**config.mk**
```make
export PLATFORM = sky130hd
export DESIGN_NAME = fir_output_stage_flat
export DESIGN_NICKNAME = d
export VERILOG_FILES = /design/src/rtl/fir_pkg.sv /design/src/rtl/fir_output_stage_if.sv /design/src/rtl/fir_out_fifo2.sv /design/src/rtl/fir_output_stage.sv /design/src/flat_wrapper.sv
export SDC_FILE = /design/constraint.sdc
export NUM_CORES = 1
export LEC_CHECK = 0
export ABC_AREA = 1
export CORE_MARGIN = 2
export CORE_UTILIZATION = 25
export DETAILED_ROUTE_END_ITERATION = 6
export GPL_TIMING_DRIVEN = 0
export PLACE_DENSITY = 0.53
export SKIP_CTS_REPAIR_TIMING = 1
export SYNTH_ARGS = -nofsm -noshare
export SYNTH_HDL_FRONTEND = slang
export SYNTH_SLANG_ARGS = --single-unit
```
**constraint.sdc**
```tcl
create_clock -name clk -period 3.17 [get_ports clk]
set_clock_uncertainty 0.05 [all_clocks]
set_input_delay 0.634 -clock clk [delete_from_list [all_inputs] [get_ports clk]]
set_output_delay 0.634 -clock clk [all_outputs]
set_load 0.05 [all_outputs]
```
**src/rtl/fir_pkg.sv**
```systemverilog
// Shared FIR width-reduction helpers: default widths plus round-half-up and saturate.
// Arithmetic runs in a 64-bit signed working width, which covers any accumulator up to 63 bits.
package fir_pkg;
    localparam int ACCW_DEF  = 48;
    localparam int OUTW_DEF  = 16;
    localparam int COEFW_DEF = 18;
    localparam int CALCW     = 64;

    function automatic logic signed [CALCW-1:0] round_half_up(
        input logic signed [CALCW-1:0] x,
        input int                      shift
    );
        logic signed [CALCW-1:0] half;
        half = 64'sd1 <<< (shift - 1);
        return (x + half) >>> shift;
    endfunction

    function automatic logic signed [CALCW-1:0] sat_max(input int w);
        return (64'sd1 <<< (w - 1)) - 64'sd1;
    endfunction

    function automatic logic signed [CALCW-1:0] sat_min(input int w);
        return -(64'sd1 <<< (w - 1));
    endfunction

    function automatic logic sat_hit(input logic signed [CALCW-1:0] x, input int w);
        return (x > sat_max(w)) || (x < sat_min(w));
    endfunction

    function automatic logic signed [CALCW-1:0] saturate(input logic signed [CALCW-1:0] x, input int w);
        logic signed [CALCW-1:0] y;
        y = x;
        if (x > sat_max(w)) begin
            y = sat_max(w);
        end else if (x < sat_min(w)) begin
            y = sat_min(w);
        end
        return y;
    endfunction
endpackage

```
**src/rtl/fir_output_stage_if.sv**
```systemverilog
// Output sample stream of the FIR output stage: data with valid/ready handshake.
interface fir_output_stage_if
    import fir_pkg::*;
#(
    parameter int OUTW = OUTW_DEF
);
    logic signed [OUTW-1:0] out_data;
    logic                   out_valid;
    logic                   out_ready;

    modport master (output out_data, output out_valid, input out_ready);
    modport slave  (input out_data, input out_valid, output out_ready);
endinterface

```
**src/rtl/fir_out_fifo2.sv**
```systemverilog
// Two-entry synchronous FIFO; a push while full only lands if a pop frees the slot that cycle.
module fir_out_fifo2 #(
    parameter int W = 16
) (
    input  logic         clk,
    input  logic         reset,
    input  logic         push_i,
    input  logic [W-1:0] data_i,
    input  logic         pop_i,
    output logic [W-1:0] data_o,
    output logic         full_o,
    output logic         empty_o
);
    logic [W-1:0] mem_q [2];
    logic         wr_ptr_q;
    logic         rd_ptr_q;
    logic [1:0]   cnt_q;
    logic         do_push;
    logic         do_pop;

    assign empty_o = (cnt_q == 2'd0);
    assign full_o  = (cnt_q == 2'd2);
    assign do_pop  = pop_i && !empty_o;
    assign do_push = push_i && (!full_o || do_pop);
    assign data_o  = mem_q[rd_ptr_q];

    always_ff @(posedge clk) begin
        if (!reset) begin
            mem_q[0] <= '0;
            mem_q[1] <= '0;
            wr_ptr_q <= 1'b0;
            rd_ptr_q <= 1'b0;
            cnt_q    <= 2'd0;
        end else begin
            if (do_push) begin
                mem_q[wr_ptr_q] <= data_i;
                wr_ptr_q        <= ~wr_ptr_q;
            end
            if (do_pop) begin
                rd_ptr_q <= ~rd_ptr_q;
            end
            case ({do_push, do_pop})
                2'b10:   cnt_q <= cnt_q + 2'd1;
                2'b01:   cnt_q <= cnt_q - 2'd1;
                default: cnt_q <= cnt_q;
            endcase
        end
    end
endmodule

```
**src/rtl/fir_output_stage.sv**
```systemverilog
// FIR output conditioner: warm-up discard, decimation, round/saturate pipeline and output FIFO.
// Sticky saturation/overrun flags are exported for the register interface.
module fir_output_stage
    import fir_pkg::*;
#(
    parameter int ACCW  = ACCW_DEF,
    parameter int OUTW  = OUTW_DEF,
    parameter int SHIFT = 17,
    parameter int FILL  = 34
) (
    input  logic                   clk,
    input  logic                   reset,
    input  logic signed [ACCW-1:0] acc_in,
    input  logic                   acc_valid,
    input  logic                   restart,
    input  logic [7:0]             decim,
    fir_output_stage_if.master     out_if,
    output logic                   sat_flag,
    output logic                   ovr_flag,
    input  logic                   clr_flags
);
    localparam int RW  = ACCW + 1;
    localparam int WCW = $clog2(FILL + 1);

    logic [WCW-1:0]         wcnt_q, wcnt_d;
    logic [7:0]             phase_q, phase_d;
    logic                   s1_vld_q, s1_vld_d;
    logic signed [RW-1:0]   s1_rnd_q;
    logic                   s2_vld_q, s2_vld_d;
    logic                   s2_sat_q;
    logic signed [OUTW-1:0] s2_dat_q;
    logic                   sat_q, sat_d;
    logic                   ovr_q, ovr_d;

    logic                   warm;
    logic                   keep;
    logic [8:0]             decim_eff;
    logic signed [CALCW-1:0] acc_ext;
    logic signed [CALCW-1:0] s1_ext;
    logic signed [CALCW-1:0] sat_val;
    logic signed [RW-1:0]   rnd_full;
    logic                   push;
    logic                   pop;
    logic                   drop;
    logic                   fifo_full;
    logic                   fifo_empty;
    logic [OUTW-1:0]        fifo_data;

    always_comb begin
        acc_ext   = {{(CALCW-ACCW){acc_in[ACCW-1]}}, acc_in};
        s1_ext    = {{(CALCW-RW){s1_rnd_q[RW-1]}}, s1_rnd_q};
        rnd_full  = RW'(round_half_up(acc_ext, SHIFT));
        sat_val   = saturate(s1_ext, OUTW);
        warm      = (wcnt_q < WCW'(FILL));
        decim_eff = (decim == 8'd0) ? 9'd1 : {1'b0, decim};
        keep      = acc_valid && !warm && (phase_q == 8'd0);

        wcnt_d  = wcnt_q;
        phase_d = phase_q;
        if (restart) begin
            wcnt_d  = '0;
            phase_d = '0;
        end else if (acc_valid) begin
            if (warm) begin
                wcnt_d = wcnt_q + WCW'(1);
            end else begin
                // A phase left beyond a newly lowered factor wraps on its next step.
                phase_d = (({1'b0, phase_q} + 9'd1) >= decim_eff) ? 8'd0 : phase_q + 8'd1;
            end
        end

        s1_vld_d = keep && !restart;
        s2_vld_d = s1_vld_q && !restart;

        push = s2_vld_q && !restart;
        pop  = out_if.out_valid && out_if.out_ready;
        drop = push && fifo_full && !pop;

        sat_d = (push && s2_sat_q) ? 1'b1 : (clr_flags ? 1'b0 : sat_q);
        ovr_d = drop ? 1'b1 : (clr_flags ? 1'b0 : ovr_q);
    end

    always_ff @(posedge clk) begin
        if (!reset) begin
            wcnt_q   <= '0;
            phase_q  <= '0;
            s1_vld_q <= 1'b0;
            s1_rnd_q <= '0;
            s2_vld_q <= 1'b0;
            s2_sat_q <= 1'b0;
            s2_dat_q <= '0;
            sat_q    <= 1'b0;
            ovr_q    <= 1'b0;
        end else begin
            wcnt_q   <= wcnt_d;
            phase_q  <= phase_d;
            s1_vld_q <= s1_vld_d;
            if (keep) begin
                s1_rnd_q <= rnd_full;
            end
            s2_vld_q <= s2_vld_d;
            s2_sat_q <= sat_hit(s1_ext, OUTW);
            s2_dat_q <= OUTW'(sat_val);
            sat_q    <= sat_d;
            ovr_q    <= ovr_d;
        end
    end

    fir_out_fifo2 #(
        .W (OUTW)
    ) u_fifo (
        .clk     (clk),
        .reset   (reset),
        .push_i  (push),
        .data_i  (s2_dat_q),
        .pop_i   (pop),
        .data_o  (fifo_data),
        .full_o  (fifo_full),
        .empty_o (fifo_empty)
    );

    assign out_if.out_data  = fifo_data;
    assign out_if.out_valid = !fifo_empty;
    assign sat_flag         = sat_q;
    assign ovr_flag         = ovr_q;
endmodule

```
**src/flat_wrapper.sv**
```systemverilog
// flat-port wrapper written by rule: the top's interface ports become plain ports
module fir_output_stage_flat import fir_pkg::*;
#(
    parameter int ACCW  = ACCW_DEF,
    parameter int OUTW  = OUTW_DEF,
    parameter int SHIFT = 17,
    parameter int FILL  = 34
)
  (clk, reset, acc_in, acc_valid, restart, decim, sat_flag, ovr_flag, clr_flags, out_if_out_data, out_if_out_valid, out_if_out_ready);
  fir_output_stage_if #(.OUTW(OUTW)) out_if_i ();
  input  logic clk;
  input  logic reset;
  input  logic signed [ACCW-1:0] acc_in;
  input  logic acc_valid;
  input  logic restart;
  input  logic [7:0] decim;
  output logic sat_flag;
  output logic ovr_flag;
  input  logic clr_flags;
  output wire logic [$bits(out_if_i.out_data)-1:0] out_if_out_data;
  output wire logic [$bits(out_if_i.out_valid)-1:0] out_if_out_valid;
  input wire logic [$bits(out_if_i.out_ready)-1:0] out_if_out_ready;
  assign out_if_out_data = out_if_i.out_data;
  assign out_if_out_valid = out_if_i.out_valid;
  assign out_if_i.out_ready = out_if_out_ready;
  fir_output_stage #(.ACCW(ACCW), .OUTW(OUTW), .SHIFT(SHIFT), .FILL(FILL)) u_core (.clk(clk), .reset(reset), .acc_in(acc_in), .acc_valid(acc_valid), .restart(restart), .decim(decim), .out_if(out_if_i), .sat_flag(sat_flag), .ovr_flag(ovr_flag), .clr_flags(clr_flags));
endmodule
```
Word-level counts from Yosys, hierarchy flattened
Memories as Yosys holds them, arrays and structs flattened. A register that Yosys moved wholly into a read port is not among the register bits.
Cells that the tools add are included.
{ "op_classes": {"n_addsub": 6, "order_cmp": 4, "eq_ne": 3, "muxes": 17, "bitwise_logic": 4, "n_reduce_logical": 29} }
{ "op_table": {"columns": ["op", "count"], "rows": [
  ["$add A48 B18 Y49 const B", 1],
  ["$gt A32 B16 Y1 const B", 1],
  ["$lt A32 B16 Y1 const B", 1],
  ["$mux W16", 2],
  ["$logic_not A8 Y1", 2],
  ["$mux W8", 2],
  ["$reduce_or A16 Y1", 1],
  ["$mux W15", 1],
  ["$logic_and A1 B1 Y1", 11],
  ["$mux W1", 11],
  ["$add A8 B1 Y9 const B", 1],
  ["$ge A9 B9 Y1", 1],
  ["$add A8 B1 Y8 const B", 1],
  ["$add A6 B1 Y6 const B", 1],
  ["$lt A6 B6 Y1 const B", 1],
  ["$reduce_bool A2 Y1", 3],
  ["$logic_not A1 Y1", 5],
  ["$eq A2 B2 Y1 const B", 2],
  ["$not A1 Y1", 4],
  ["$pmux W2 S2", 1],
  ["$reduce_and A2 Y1", 2],
  ["$reduce_or A2 Y1", 2],
  ["$add A2 B1 Y2 const B", 1],
  ["$eq A2 B1 Y1 const B", 1],
  ["3 further kinds", 4]
]} }
{ "word_totals": {"reg_bits": 71, "mem_bits_rw": 32, "in_bits": 62, "output_inout_bits": 19, "wordCells": 77, "mem_count": 1} }
{ "memory_table": {"columns": ["memory", "depth", "width", "rd", "rd_ports_with_merged_regs", "write_ports", "line", "source"], "rows": [
  ["u_core.u_fifo.mem_q", 2, 16, 1, 1, 2, "fir_out_fifo2.sv:14", "logic [W-1:0] mem_q [2];"]
]} }

Logic depth before layout (Yosys ltp)
{ "depth": {"ltp_word": 11, "ltp_mapped": 13, "ltp_nobuf": 13} }

By module
Synthesis repeated with hierarchy kept, for this count alone.
{ "unflattened": {"hier_cells": 684, "area_unflattened_um2": 5355.1} }
{ "by_module_without_submodules": {"columns": ["mod", "instances", "cells_per_inst", "area_per_inst_um2", "seq_area_each_um2"], "rows": [
  ["fir_output_stage", 1, 544, 3674.8, 1341.3],
  ["fir_out_fifo2", 1, 140, 1680.4, 1061.0]
]} }

Least setup slack after synthesis
OpenSTA, ideal clock, no wires.
{ "synth_timing": {"kind": "input port to flip-flop", "start": "input restart", "end": "memory u_core.u_fifo.mem_q[0][0], enable pin", "setup_ns": 0.372, "arrival_time_ns": 1.734, "required_ns": 2.748, "slack_ns": 1.014, "cell_stages": 8, "path_buffers": 1, "path_cell_list": "inv_1 nand2_1 inv_1 nand2_1 nor2_1 nand2_1 buf_2 nand2_1"} }
{ "synth_rtl": {"columns": ["item", "line", "source"], "rows": [
  ["from (decl)", "flat_wrapper.sv:15", "input logic restart;"],
  ["to (decl)", "fir_out_fifo2.sv:14", null]
]} }

==> metrics.cfg <==
[min_path]
whs_endpoint = u_core.s2_vld_q
hold_path.class = register to register
min_path_cells = 2
hold_start = u_core.s1_vld_q

[setup_path]
arrival_ns = 2.34
reg2reg_depth = 6
cp_data_required_time_ns = 2.49
r2r_slack_ns = 0.85
crit_fanout = 10
r2r-start = u_core.u_fifo.cnt_q[1]
endpoint_kind = output pin
cp-start-kind = register
path_class = register to output pin
timing.rr.end = u_core.u_fifo.mem_q[1][15]

[finish]
nNetsFinal = 815
final-seq-area_um2 = 2400
multi_input_area_um2 = 2430
drive_gt1_share_pct = 9.38
area_delta_synth_final_pct = 25.3
instances_no_fill = 1021
antenna_cells = 0
utilization_pct = 31.6
nFillCells = 2264

[floorplanning]
fp.dieArea_um2 = 22200
rows = 53
io_pins = 81
start_util_pct = 25.2
core_um2 = 20800
die_x_um = 149
fp.dieH_um = 149

[synthesis]
syn_inst = 666
synth_common_cells = nand2_1, nor2_1, inv_1
syn_area_um2 = 5250
async_reset_ff_share_pct = 0
yosys.area.top_type = dfxtp_1
ys_ff_latch = 104
ys_top_cells_by_area = dfxtp_1, edfxtp_1, nand2_1
synth_flop_cell = dfxtp_1
synth_top_area_share_pct = 27.4
synth-edff-count = 32
yosysWarnings = 0
synth.distinct_cells = 36
seq_area_frac_synth_pct = 45.7
synth_most_common_cell = nand2_1
syn_nets = 740
syn_avg_cell_area_um2 = 7.89

[detailed_routing]
vias_per_cell = 4.29
drt_first_iter_violations = 230
wl_per_cell_um = 12.4
drc = 0
ant_nets = 0
firstDrtPassIters = 5
wirelength_um = 12600
vias = 4379

[global_routing]
grt_pass1_vias = 4227
antenna_found_initial = 0
grt_pass1_wl_um = 20700
grt-ovfl-total = 0
grtUsageTotal_pct = 11.7
grt_max_degree = 19

[power_and_ir_drop]
p_sw_share_pct = 24.0
finalPower_uw = 2920
power_switching_uw = 703
p_int_uw = 2220
vdd_ir_drop_max_v = 0.000280
p_per_area_nw_per_um2 = 444
p_clk_share_pct = 41.0
power_frac_comb_pct = 11.2
pwr-share-seq_pct = 47.8
p_leak_uw = 0.00258

[timing]
finalSetupViolations = 0
min_period_over_period_pct = 95.3
final_max_slew_viol_count = 0
fin_crit_ns = 3.02
fmax_mhz = 331
hold_ws_ns = 0.368
fin_setup_tns_ns = 0
worstMarginPinSlew_ns = 0.729
rsz0062_at_grt = no
final-hold-violation-count = 0
slew_headroom_pct = 51.3

[placed_design]
dp_cells = 1005
io_buffers = 64
finalWeightedCongestion = 0.829
dp_hpwl_um = 9840

[clocking]
clkTransAtPathRegs_ns = 0.06
cts_sinks = 104
numCtsBuffers = 9
root_buffer = clkbuf_16
cts_tree = yes
h-tree-depth = 3
max-clock-path-buffers = 2
clock_latency_ns = 0.34

[flow_run]
maxCapViolCount = 0

[run_status]
status = completed

==> layout make-up <==
| cell class | instances | share of cell area (%) |
|---|---|---|
| Buffer | 19 | 1.48 |
| Clock buffer | 9 | 3.42 |
| Clock inverter | 7 | 1.50 |
| Inverter | 86 | 4.90 |
| Multi-Input combinational cell | 457 | 36.9 |
| Sequential cell | 104 | 36.5 |
| Tap cell | 275 | 5.23 |
| Timing Repair Buffer | 64 | 10.0 |
==> how the worst max path moves through the flow <==
stage / end / slack [ns] / cells past startpoint
floorplan: u_core.u_fifo.mem_q[0][0] / 1.01 / 8
global placement: u_core.u_fifo.mem_q[1][15] / -0.08 / 7
detailed placement: u_core.u_fifo.mem_q[1][15] / -0.08 / 7
CTS: out_if_out_data[5] / 0.05 / 4
global route: out_if_out_data[6] / 0.004 / 4
finish: out_if_out_data[6] / 0.15 / 4
==> cells in the final DEF, fill, tap and decap left out, types with 3 or more instances in the layout <==
cell type | netlist | routed
inv_1 | 80 | 80
edfxtp_1 | 32 | 32
nor3_2 | 3 | 3
o21ai_0 | 35 | 35
nor4_1 | 5 | 5
buf_2 | 6 | 6
a21oi_1 | 63 | 63
mux2_2 | 16 | 16
clkbuf_16 | 0 | 9
nand4_1 | 8 | 8
dfxtp_1 | 72 | 72
nand3b_1 | 5 | 5
xor2_1 | 17 | 17
nand3_1 | 31 | 31
clkbuf_1 | 9 | 9
nand3_2 | 4 | 4
nor2_1 | 103 | 103
clkdlybuf4s50_1 | 0 | 56
inv_2 | 6 | 6
o21ai_1 | 3 | 3
ha_1 | 12 | 12
nor3_1 | 6 | 6
xnor2_1 | 7 | 7
inv_6 | 0 | 3
buf_4 | 3 | 3
dlymetal6s2s_1 | 0 | 8
nor2_4 | 4 | 4
nand2_1 | 117 | 117
nor2_2 | 4 | 4
==> power by group through the flow <==
stage          clock network (uW)  registers [uW]  logic (uW)
5_1_grt                      1280            1400         354
4_1_cts                      1230            1400         334
3_5_place_dp                    0            1430         332
6_report                     1200            1400         327
2_1_floorplan                   0            1430         185
3_3_place_gp                    0            1430         332
==> flip-flops by register name (all words and copies together) (netlist names), named ones only <==
register                flops
u_core.ovr_flag             1
u_core.phase_q              8
u_core.s1_rnd_q            32
u_core.s1_vld_q             1
u_core.s2_dat_q            16
u_core.s2_sat_q             1
u_core.s2_vld_q             1
u_core.sat_flag             1
u_core.u_fifo.cnt_q         2
u_core.u_fifo.mem_q        32
u_core.u_fifo.rd_ptr_q      1
u_core.u_fifo.wr_ptr_q      1
u_core.wcnt_q               6
==> cells by family after synthesis <==
group | synth area share, %
AOI/OAI and AO/OA | 10.6
xor gates and xnor gates | 4.00
adders and majority gates | 2.86
buffers and inverters | 8.00
DFF | 45.7
muxes | 3.43
and+or+nand+nor | 25.4
==> routing by layer <==
| metal | track usage [%] | vias up | routed length (um) |
|---|---|---|---|
| met3 | 2.02 | 9 | 390 |
| met2 | 19.2 | 80 | 5870 |
| met4 | 3.19 | 0 | 159 |
| met1 | 15.8 | 1978 | 6190 |
| met5 | 0 | - | 0 |
| li1 | - | 2312 | - |
==> critical path, cell delays in order (launching register included) <==
cell,delay (ns)
dfxtp_1,0.30
clkbuf_1,0.30
buf_2,0.33
mux2_2,0.37
clkdlybuf4s50_1,0.70
==> through the flow <==
| stage | instance area, um^2 | worst slack [ns] |
|---|---|---|
| floorplan | 5250 | 1.01 |
| global placement | 6240 | -0.0783 |
| detailed placement | 6240 | -0.0805 |
| CTS | 6560 | 0.0469 |
| global route | 6580 | 0.00355 |
| finish | 6580 | 0.148 |
Power figures use the tool's default switching activity.
==> RTL change 1, RTL diff (same settings) <==
Reset style: asynchronous (`reset`), changed in 2 clocked blocks.
--- a/src/rtl/fir_out_fifo2.sv
+++ b/src/rtl/fir_out_fifo2.sv
@@ -24,7 +24,7 @@
     assign do_push = push_i && (!full_o || do_pop);
     assign data_o  = mem_q[rd_ptr_q];
 
-    always_ff @(posedge clk) begin
+    always_ff @(posedge clk or negedge reset) begin
         if (!reset) begin
             mem_q[0] <= '0;
             mem_q[1] <= '0;
--- a/src/rtl/fir_output_stage.sv
+++ b/src/rtl/fir_output_stage.sv
@@ -80,7 +80,7 @@
         ovr_d = drop ? 1'b1 : (clr_flags ? 1'b0 : ovr_q);
     end
 
-    always_ff @(posedge clk) begin
+    always_ff @(posedge clk or negedge reset) begin
         if (!reset) begin
             wcnt_q   <= '0;
             phase_q  <= '0;
Function: same outputs for any inputs over 10 cycles, from zero or initial values and one cycle with reset low; that may be too few to reach the edited logic, so the function may still have changed.
==> RTL change 1 against the unedited design <==
Wire length grew 4.6%; critical endpoint is now out_if_out_data[14]; cell count grew 7.3%; global-route usage is essentially flat; design area grew 4.7%; area after synthesis grew 6.3%; sequential cell count shrank 1; worst setup slack gained 48 ps; via count grew 4.5%; non-clock buffer count grew 1; first-iteration DRC count grew 47%.
Power is not compared: it rests on default switching activity, and its combinational part moved more than twofold at a synthesized area within 25%.
==> RTL change 1: results (changes against the unedited design) <==
Hold path
  – Hold Crit Class: primary input to async pin

Place
  – Global placement routability congestion: 0.903 (+8.9%)
  – Post-DP HPWL: 10300 µm (+4.3%)
  – IO Port Bufs: 63 (-1.6%)
  – DP Cell Count: 1081 (+7.6%)
  – Dpl cell area: 6590 µm² (+5.7%)
  – Dpl ws: 264 ps (+344 ps)

Route
  – Initial DRC count: 338 (+47%)
  – Avg WL per Cell: 12.0 µm (-2.6%)
  – First-pass DRT Iterations: 4 (-1)
  – Routed vias/inst: 4.18 (-2.7%)
  – DR vias: 4576 (+4.5%)
  – DRC Markers: 0 (unchanged)

Synthesis
  – Compound-gate portion of the synthesized area: 7.93% (-2.7 points)
  – Post-synth cell types: 35 (-2.8%)
  – Register area share after synthesis: 46.2% (+0.42 points)
  – Post-synthesis mux area share: 0% (-3.4 points)
  – Async S/R FF share, synth: 100% (+100 points)
  – Synth Warn #: 0 (unchanged)
  – Post-Synth Adder-Cell Area: 2.91% (+0.054 points)
  – Synth top cells by count: nand2_1, dfrtp_1, inv_1
  – Syn_nets: 812 (+9.7%)
  – Syn Area/Cell: 7.58 µm² (-3.9%)
  – Synthesized-area fraction occupied by xor and xnor cells: 3.45% (-0.55 points)
  – Top_reg_cell synth: dfrtp_1
  – Top cells by area, synth: dfrtp_1, nand2_1, inv_1

CTS
  – Latest clock arrival within the worst-skew pair: 340 ps (about the same)
  – Clock Path Buffers: 2 (unchanged)
  – TritonCTS Buffers: 9 (unchanged)
  – H-tree Lvls: 3 (unchanged)
  – Clk slew on worst S/H paths: 70 ps
  – CTS Root Cell: clkbuf_16

Finish
  – Ant diodes: 0 (unchanged)
  – Final net count: 886 (+8.7%)
  – Share of cells above drive strength 1: 7.72% (-1.7 points)
  – FF+latch area: 2580 µm² (+7.3%)
  – Fillers: 2408 (+6.4%)

Power and ir drop
  – Worst vdd ir: 0.202 mV
  – Leak: ~3.4 nW

Global route
  – Largest net degree at the start of global routing: 58 (+39)
  – Met3 GRT Util: 1.70% (-0.32 points)
  – Initial antenna violation count: 0 (unchanged)
  – M1 GR Usage: 16.8% (+0.95 points)
  – Global-route wire length before repair: 22700 µm (+9.5%)
  – Met2 Usage GRT: 18.2% (-0.95 points)
  – GRT Total Usage: 11.7% (+0.042 points)

Outcome
  – Run status: completed

Setup path
  – Critical Path AT: 2290 ps (-50 ps)
  – Peak fanout along the critical path: 10 (unchanged)

STA
  – Max-slew headroom: 46.9% (-4.4 points)
-- RTL change 1: changes by cell type in the layout (fill, tap and decap cells not counted), sizes merged, moves of 11 or more --
cell	change
dfrtp	+103
nor2	-43
a21oi	-57
o21ai	+16
mux2	-16
dfxtp	-72
inv	-11
nand2	+173
edfxtp	-32
-- RTL change 1: metal layers --
metal / vias to the layer above / routed length, µm
met2: 79 / 5760
met1: 2013 / 6850
met3: 13 / 383
li1: 2471 / -
met5: - / 0
met4: 0 / 199
-- RTL change 1: kinds of logic after synthesis --
| group | Yosys count |
|---|---|
| AND/OR/NAND/NOR | 430 |
| adder cells (fa/ha/maj) | 13 |
| AO/OA/AOI/OAI | 71 |
| XOR/XNOR | 22 |
| flip-flops | 103 |
| buffers and inverters | 98 |
-- RTL change 1: power breakdown --
group	switching, mW	total (mW)	internal, mW
Clock	0.490	1.11	0.618
Sequential	0.0434	1.40	1.35
Combinational	0.489	0.739	0.250
Total	1.02	3.24	2.22
-- RTL change 1: area by class of cell --
type                    instances  area share [%]
inverters                      77            4.25
well taps                     280            5.08
plain buffers                  20            2.00
clock buffers                  10            3.32
multi-input cells             536            37.4
flip-flops and latches        103            37.4
repair buffers                 64            9.55
clock inverters                 6           0.998
-- RTL change 1: worst max-delay path: stages, from the launching register on --
cell and delay, ps:
dfrtp_1 540, clkinvlp_4 280, clkbuf_2 260, nand2_1 90, nand2_1 70, clkdlybuf4s50_1 700
-- RTL change 1: path summary, 6_finish.rpt --
path                            slack (ps)  depth (start not counted)                   start             endpoint
worst min-delay path                   310                          1                   reset     u_core.wcnt_q[0]
worst max register to register         940                         14       u_core.phase_q[0]    u_core.phase_q[5]
max in group asynchronous             2070                          2                   reset    u_core.phase_q[3]
worst min register to register         410                          2         u_core.s2_sat_q      u_core.sat_flag
min in group clk                       410                          2         u_core.s2_sat_q      u_core.sat_flag
worst max-delay path                   200                          5  u_core.u_fifo.rd_ptr_q  out_if_out_data[14]
==> RTL change 2, RTL diff (config.mk and constraints unchanged) <==
Made on the original files. `FILL` is set to 34 in 2 places; all go to 68.
--- a/src/rtl/fir_output_stage.sv
+++ b/src/rtl/fir_output_stage.sv
@@ -6,7 +6,7 @@
     parameter int ACCW  = ACCW_DEF,
     parameter int OUTW  = OUTW_DEF,
     parameter int SHIFT = 17,
-    parameter int FILL  = 34
+    parameter int FILL  = 68
 ) (
     input  logic                   clk,
     input  logic                   reset,
--- a/src/flat_wrapper.sv
+++ b/src/flat_wrapper.sv
@@ -4,7 +4,7 @@
     parameter int ACCW  = ACCW_DEF,
     parameter int OUTW  = OUTW_DEF,
     parameter int SHIFT = 17,
-    parameter int FILL  = 34
+    parameter int FILL  = 68
 )
   (clk, reset, acc_in, acc_valid, restart, decim, sat_flag, ovr_flag, clr_flags, out_if_out_data, out_if_out_valid, out_if_out_ready);
   fir_output_stage_if #(.OUTW(OUTW)) out_if_i ();
Formal check against the unedited RTL: same outputs for any inputs over 10 cycles, from zero or initial values and one cycle with reset low; that may be too few to reach the edited logic, so the function may still have changed.
==> RTL change 2 against the unedited design <==
Design area grew 2.1%; first-iteration DRC count fell by 12%; wire length grew 8.0%; power shrank 3.1%; highest routed layer is now met5; worst setup slack improved by 270 ps; area after synthesis is 3.1% higher; sequential cell count is 1 higher.
==> RTL change 2: results (changes against the unedited design) <==
Global route
  – Initial antenna violation count: 1 (+1)
  – Global-route wire length before repair: 22000 µm (+6.4%)
  – Vias in the first global route: 4414 (+4.4%)
  – Largest net degree at the start of global routing: 22 (+3)
  – GRT Total Usage: 12.4% (+0.76 points)

Setup path
  – Worst r2r path cells: 10 (+4)
  – R2R Setup Slk: 820 ps (-30 ps)
  – Peak fanout along the critical path: 7 (-3)
  – Critical Path AT: 2070 ps (-270 ps)
  – RR Startpoint: u_core.phase_q[0]
  – Crit Reg-Reg Endpoint: u_core.phase_q[3]

CTS
  – Latest clock arrival within the worst-skew pair: 350 ps
  – Clock Path Buffers: 2 (unchanged)
  – H-tree Lvls: 3 (unchanged)
  – CTS Root Cell: clkbuf_16
  – Clk slew on worst S/H paths: 80 ps (+20 ps)

Place
  – Post-DP HPWL: 10700 µm (+9.3%)
  – IO Port Bufs: 63 (-1.6%)
  – Global placement routability congestion: 0.895 (+8.0%)

STA
  – Final setup fails: 0 (unchanged)
  – Slew of the pin with the lowest slew margin: 726 ps (-2.36 ps)
  – Worst Hold Margin: 380 ps (+12.8 ps)

Synthesis
  – Top cells by area, synth: dfxtp_1, edfxtp_1, nor2_1
  – Post-synth cell types: 37 (+2.8%)
  – Register area share after synthesis: 44.7% (-0.99 points)
  – Post-synth EDFFs: 32 (unchanged)
  – Synth Warn #: 0 (unchanged)
  – Synth top cells by count: nor2_1, nand2_1, inv_1
  – Syn_nets: 790 (+6.8%)

Power and ir drop
  – Leak: 2.71 nW (+5.2%)
  – Worst vdd ir: 0.209 mV (-25%)

Route
  – First-pass DRT Iterations: 4 (-1)
  – Routed vias/inst: 4.25 (-0.83%)
  – Avg WL per Cell: 12.7 µm (+3.1%)
  – Initial DRC count: 202 (-12%)

Outcome
  – Run status: completed

Finish
  – Final net count: 864 (+6.0%)
  – Share of cells above drive strength 1: 7.04% (-2.3 points)

Hold path
  – Hold Crit Start: u_core.s1_vld_q
## RTL change 2: worst max-delay path by stage
stage | start | endpoint
6_report | register | out_if_out_data[15]
5_1_grt | restart | u_core.u_fifo.mem_q[1][4]
4_1_cts | register | out_if_out_data[11]
3_5_place_dp | restart | u_core.u_fifo.mem_q[1][1]
3_3_place_gp | restart | u_core.u_fifo.mem_q[1][4]
2_1_floorplan | restart | u_core.u_fifo.mem_q[0][0]
## RTL change 2: kinds of logic (layout without fill, tap and decap cells)
| logic type | after synthesis | after routing | synth area share [%] |
|---|---|---|---|
| adders and majority gates | 12 | 12 | 2.77 |
| buffers and inverters | 115 | 194 | 8.76 |
| and+or+nand+nor | 348 | 348 | 27.5 |
| muxes | 16 | 16 | 3.33 |
| xor gates and xnor gates | 20 | 20 | 3.24 |
| DFF | 105 | 105 | 44.7 |
| AOI/OAI and AO/OA | 100 | 100 | 9.64 |
## RTL change 2: routing by layer
| layer | wire, µm | up-vias | track usage (%) |
|---|---|---|---|
| li1 | - | 2461 | - |
| met3 | 516 | 15 | 2.59 |
| met5 | 8 | - | 0 |
| met1 | 6290 | 1996 | 15.4 |
| met4 | 194 | 2 | 4.44 |
| met2 | 6610 | 77 | 21.4 |
## RTL change 2: final cells by class
type / instances / area, µm²
inverter: 96 / 360
multi-input combinational: 496 / 2520
buffer: 19 / 114
tap: 275 / 344
fill: 2309 / 14400
sequential: 105 / 2420
timing repair buffer: 63 / 656
clock buffer: 9 / 225
clock inverter: 7 / 82.6
## RTL change 2: metrics by stage
| stage | cell area (µm²) | worst slack [ps] | std cells |
|---|---|---|---|
| 4_1_cts | 6700 | 49.9 | 1070 |
| 5_1_grt | 6720 | 146 | 1070 |
| 3_5_place_dp | 6390 | -1.77 | 1054 |
| 6_report | 6720 | 413 | 1070 |
| 3_3_place_gp | 6390 | -11.5 | 1054 |
| 2_1_floorplan | 5410 | 1020 | 716 |
## RTL change 2: tightest hold or removal path: cells and delay by family, from the launching register on
kind / cells / cell delay, ps
flops: 1 / 310
simple gates: 2 / 80
## RTL change 2: power breakdown
group	switching (mW)	internal (mW)
Clock	0.547	0.564
Sequential	0.00630	1.40
Combinational	0.190	0.127
Total	0.744	2.09
